--- src/rtl/updown_count_pkg.sv ---
// updown_count_pkg: shared constants and load clamp helper for updown_count_mod
package updown_count_pkg;
    localparam logic DIR_UP   = 1'b1;
    localparam logic DIR_DOWN = 1'b0;
    localparam int DEFAULT_WIDTH = 4;

    function automatic logic [31:0] clamp_load(input logic [31:0] r, input logic [31:0] max_count);
        return (r > max_count) ? max_count : r;
    endfunction
endpackage

--- src/rtl/count_limit_cmp.sv ---
// count_limit_cmp: flags when the count sits at MAX_COUNT or at zero
module count_limit_cmp #(
    parameter int          WIDTH     = 4,
    parameter int unsigned MAX_COUNT = 2**WIDTH-1
) (
    input  logic [WIDTH-1:0] q_i,
    output logic             at_max_o,
    output logic             at_zero_o
);
    localparam logic [WIDTH-1:0] MAX_Q = WIDTH'(MAX_COUNT);

    assign at_max_o  = q_i == MAX_Q;
    assign at_zero_o = q_i == '0;
endmodule

--- src/rtl/updown_count_mod.sv ---
// updown_count_mod: loadable modulo up/down counter with terminal count; UPDOWN_COUNT_OVF_EN adds a sticky wrap flag
module updown_count_mod
    import updown_count_pkg::*;
#(
    parameter int          WIDTH     = DEFAULT_WIDTH,
    parameter int unsigned MAX_COUNT = 2**WIDTH-1
) (
    input  logic             Clock,
    input  logic             Resetn,
    input  logic [WIDTH-1:0] R,
    input  logic             L,
    input  logic             E,
    input  logic             Up,
    output logic [WIDTH-1:0] Q,
    output logic             TC
`ifdef UPDOWN_COUNT_OVF_EN
    ,
    input  logic             OvfClr,
    output logic             Ovf
`endif
);
    localparam logic [WIDTH-1:0] MAX_Q = WIDTH'(MAX_COUNT);

    logic [WIDTH-1:0] q_q, q_d, load_val;
    logic             at_max, at_zero, wrap;

    count_limit_cmp #(.WIDTH(WIDTH), .MAX_COUNT(MAX_COUNT)) u_cmp (
        .q_i      (q_q),
        .at_max_o (at_max),
        .at_zero_o(at_zero)
    );

    assign load_val = WIDTH'(clamp_load(32'(R), 32'(MAX_COUNT)));
    // wrap marks the edge on which the count rolls over; it is also the cascade enable
    assign wrap = E & ~L & ((Up == DIR_UP) ? at_max : at_zero);
    assign TC   = wrap;
    assign Q    = q_q;

    // next count: load beats count, count beats hold
    always_comb begin
        q_d = L ? load_val
            : ~E ? q_q
            : (Up == DIR_UP) ? (at_max ? '0 : q_q + WIDTH'(1))
            : (at_zero ? MAX_Q : q_q - WIDTH'(1));
    end

    // count register
    always_ff @(posedge Clock or negedge Resetn) begin
        if (!Resetn) q_q <= '0;
        else         q_q <= q_d;
    end

`ifdef UPDOWN_COUNT_OVF_EN
    logic ovf_q, ovf_d;

    assign Ovf = ovf_q;

    // sticky overflow: a wrap sets it even when a clear arrives on the same edge
    always_comb begin
        ovf_d = wrap | (ovf_q & ~OvfClr);
    end

    // overflow register
    always_ff @(posedge Clock or negedge Resetn) begin
        if (!Resetn) ovf_q <= 1'b0;
        else         ovf_q <= ovf_d;
    end
`endif
endmodule
--- config.mk ---
export PLATFORM = sky130hd
export DESIGN_NAME = updown_count_mod
export DESIGN_NICKNAME = d
export VERILOG_FILES = /design/src/rtl/updown_count_pkg.sv /design/src/rtl/count_limit_cmp.sv /design/src/rtl/updown_count_mod.sv
export SDC_FILE = /design/constraint.sdc
export NUM_CORES = 1
export LEC_CHECK = 0
export BUFFER_PORTS_ARGS = -buffer_cell sky130_fd_sc_hd__buf_4
export CORE_AREA = 2 2 39 41
export CTS_CLUSTER_DIAMETER = 150
export DETAILED_ROUTE_END_ITERATION = 8
export DIE_AREA = 0 0 41 43
export GPL_TIMING_DRIVEN = 1
export SKIP_LAST_GASP = 1
export SLEW_MARGIN = 20
export SYNTH_ARGS = -nofsm -noshare
export SYNTH_HDL_FRONTEND = slang
export SYNTH_HIERARCHICAL = 1
export SYNTH_SLANG_ARGS = --single-unit
--- constraint.sdc ---
create_clock -name Clock -period 1.75 [get_ports Clock]
set_input_delay 0.2625 -clock Clock [delete_from_list [all_inputs] [get_ports Clock]]
set_output_delay 0.2625 -clock Clock [all_outputs]
set_load 0.02 [all_outputs]
# ---- Yosys cells after proc, flatten, opt, wreduce, memory -nomap -nowiden
# Index checks and enable logic that the tools add are counted.
dict set report totals {
  regBits 4
  in_bits 9
  wordCells 15
}
dict set report classes {
  add_sub_neg 2
  n_eq_ne 1
  mux 6
  bitwise_logic 3
  reduce_logical 2
}
# op count
set ops {}
lappend ops {{4-bit 2-to-1 mux} 5}
lappend ops {{4-bit by 1-bit adder with 4-bit output, second input constant} 1}
lappend ops {{4-bit equality test, second input constant} 1}
lappend ops {{4-bit zero test} 1}
lappend ops {{4-bit by 1-bit subtractor with 4-bit output, second input constant} 1}
lappend ops {{1-bit bitwise AND} 2}
lappend ops {{2-bit nonzero test} 1}
lappend ops {{1-bit 2-to-1 mux} 1}
lappend ops {{1-bit inverter} 1}

# ---- Logic depth before layout (Yosys ltp)
dict set report logic_depth {
  ltp_word 5
  mapped_depth 6
  mapped_depth_nobuf 6
}

# ---- Modules after synthesis
# Netlist, hierarchy kept.
# module instances cells_per_inst area_each_um2
set by_module_without_submodules {}
lappend by_module_without_submodules {updown_count_mod 1 44 341.6}
lappend by_module_without_submodules {count_limit_cmp 1 2 22.5}

# ---- Worst setup path before layout
# Ideal clock, no wire load.
dict set report synth_timing {
  path_type {flip-flop to output port}
  from {register q_q[0] (netlist: Q[0])}
  to {output port TC}
  arrival_ns 1.459
  required_ns 1.487
  slack_ns 0.029
  stages_incl_launch_ff 4
  n_path_buf 0
  cell_sequence {dfrtp_1 > nor4_2 > nand2_1 > a21oi_1}
}
dict set report synth_between {
  elab_chain_cells 3
  elab_cells_between_ends 4
  classes_between {eq/ne (1); mux (1); bitwise (1); reduce/logical (1)}
}
# element line
set synth_lines {}
lappend synth_lines {{start, declared} updown_count_mod.sv:24} ;# logic [WIDTH-1:0] q_q, q_d, load_val;
lappend synth_lines {{start signal, assigned} updown_count_mod.sv:50} ;# else q_q <= q_d;
lappend synth_lines {{4-bit zero test} count_limit_cmp.sv:13} ;# assign at_zero_o = q_i == '0;
lappend synth_lines {{named net at_zero} updown_count_mod.sv:25} ;# logic at_max, at_zero, wrap;
lappend synth_lines {{1-bit 2-to-1 mux} updown_count_mod.sv:35} ;# assign wrap = E & ~L & ((Up == DIR_UP) ? at_max : at_zero);
lappend synth_lines {{1-bit bitwise AND} updown_count_mod.sv:35}
lappend synth_lines {{end, declared} updown_count_mod.sv:15} ;# output logic TC
# The timed path passes the listed nets, and every way through them passes these cells.

# ---- Worst setup path after layout
dict set report layout_timing {
  from {register q_q[1] (netlist: Q[1])}
  to {output port TC}
}
dict set report layout_between {
  elab_chain_cells 3
  elab_cells_between_ends 4
  classes_between {eq/ne (1); mux (1); bitwise (1); reduce/logical (1)}
}
# element line
set layout_lines {}
lappend layout_lines {{4-bit equality test} count_limit_cmp.sv:12} ;# assign at_max_o = q_i == MAX_Q;
lappend layout_lines {{named net at_max} updown_count_mod.sv:25}
lappend layout_lines {{1-bit 2-to-1 mux} updown_count_mod.sv:35}
lappend layout_lines {{1-bit bitwise AND} updown_count_mod.sv:35}
# The timed path passes the listed nets, and every way through them passes these cells.

==> run metrics <==
Sink Count=4; DRC errors left=0; Reg clk slew, reported paths=0.04 ns; Comb power frac=0.424; Final Hold Viols=0; Rows=14; CP Data Arrival Time=1.42 ns; Hold Crit Class=in2reg; first-pass GRT wire length=1610 µm; syn avg cell area=7.92 µm²; maximum number of pins on one net before global-route repair=11; Pleak=0.000275 µW; maximum operating frequency=about 0.60 GHz; Synth Register Bits=4; Top Ports=14; Overflow after GRT=0; Synth Instances=46; drt pass-1 iters=4; Area after DPL=between 500 and 600 µm²; CTS root buf=clkbuf_4; NumNets Final=a little over 80; die width=41 µm; CORE AREA=0.00138 mm²; top-area cell type share of the netlist area=0.275; PortBufs=13; final wirelength=1040 µm; routed len/inst=12.4 µm; worst rel slew slack=0.777; Clock Power Share=0.284; post-synthesis sequential area ratio=0.275; layout cell share with drive strength beyond 1=0.397; Clock Latency Late Sink=0.24 ns; CP Capture Type=primary output; Net Sw Frac=0.347; Ys Warns=6; worst-margin pin slew=0.332 ns; die height=43 µm; clk_skew=~0.00071 ns; Setup CP Type=reg2out; Synth cell types=26; Area Overhead vs Synth=60.1%; initial antenna violation count=0; H-Tree Depth=1; Design Area, Final=583 µm²; run status=complete, no violations; data required time of the critical path=1.49 ns; internal power=between 200 and 300 µW; Die Area=0.00176 mm²; RSZ-0062 raised after global routing=yes; crit-path max FO=7; hold_ws=0.234 ns; Routed Antenna Nets=0; Slew Limit Fails=0; maximum buffer depth of the clock tree=2; number of flip-flops in the largest register=4; net count after synthesis=57; post-layout minimum cycle time=1.68 ns; initial drt markers=9; ANT cells=0; Final Core Density=0.421; vias after detailed routing=roughly 430; CTS tree=yes; Starting Density=0.263; vias in the first global route=374; Finish-stage setup viols=0; All-Layer GR Usage=0.139; Flop pwr share=0.292; Pwr Density=705 mW/mm²; Max Cap Violations=0; Synth area leaders=dfrtp_1 27%, a21oi_1 6.9%, ha_1 6.9%; worst vdd ir=0.270 mV; Synth Cell Area=364 µm²; most frequent cells in the layout=17 x buf_4, 5 x inv_1; largest area contributor in the netlist=dfrtp_1; switching pwr=between 100 and 150 µW; CP startpoint kind=flip-flop; Final Cycle Share=0.959; Via density=5.14; dpl hpwl=775 µm; GPL Wtd Cong=0.768; CTS Buf Count=3; most common cell after layout, fill and taps aside=buf_4
area by class of cell:
type	count	area (µm²)
multi-input combinational	35	250
sequential	4	100
tap	16	20.0
fill	144	801
inverter	5	18.8
clock buffer	3	22.5
timing repair buffer	21	171
kinds of logic after synthesis:
group / count (synthesis) / share of synthesized area
compound gates: 15 / 0.299
xor+xnor: 1 / 0.0241
fa+ha+maj: 2 / 0.0687
buf+inv: 7 / 0.0756
flops: 4 / 0.275
simple gates: 17 / 0.258
critical path: stages, from the launching register on:
cell     delay (ns)
dfrtp_1        0.41
buf_6          0.15
and4_4         0.23
nand2_1        0.10
a21oi_2        0.14
buf_4          0.15
per-stage QoR:
step / worst slack (ns) / setup TNS (ns) / power [µW] / instances
after global placement: 0.188 / 0 / 270 / 77
after global routing: -0.00420 / -0.00727 / 436 / 84
after floorplan: 0.0289 / 0 / 204 / 46
final: 0.0710 / 0 / 411 / 84
after CTS: 0.0343 / 0 / 397 / 81
after detailed placement: 0.196 / 0 / 273 / 77
Yosys cell counts:
master and number:
a21oi_1 5, inv_1 5, dfrtp_1 4, nand2_1 4, nor2_1 4, a311oi_1 2
ha_1 2, nor3_1 2, a21o_1 1, a22o_1 1, a22oi_1 1, and4_2 1
buf_2 1, clkbuf_1 1, nand2b_1 1, nand3_1 1, nor2b_1 1, nor3b_1 1
nor4_1 1, nor4_2 1, o21ai_0 1, o311ai_1 1, o31a_1 1, o31ai_1 1
o31ai_2 1, xor2_1 1
worst paths after layout:
| kind | from | endpoint | slack [ns] | cells after the start |
|---|---|---|---|---|
| max | Q[1] | TC | 0.07 | 5 |
| min reg2reg | Q[2] | Q[2] | 0.83 | 3 |
| min in group asynchronous | Resetn | Q[1] | 0.36 | 2 |
| min | R[0] | Q[0] | 0.23 | 2 |
| max reg2reg | Q[3] | Q[2] | 0.14 | 7 |
| max in group asynchronous | Resetn | Q[3] | 1.29 | 2 |
power by group through the flow:
stage / logic (µW) / registers (µW) / clock network, µW
2_1_floorplan: 66.2 / 138 / 0
3_3_place_gp: 155 / 115 / 0
5_1_grt: 192 / 122 / 122
3_5_place_dp: 157 / 116 / 0
6_report: 174 / 120 / 117
4_1_cts: 161 / 118 / 118
metal layers:
metal  track usage  wire, µm  vias up
met5             0         0        -
met4        0.0600        13        0
met3        0.0471        41        2
met2         0.194       545        9
met1         0.186       439      206
li1              -         -      215
repair_timing:
action,4_1_cts,5_1_grt
gates cloned,0,0
hold endpoints to repair,4,0
hold buffers,1,0
setup buffers,0,3
pin swaps,0,3
resized for setup,1,5
endpoints found under the setup margin,1,1
(Power assumes the default switching activity.)
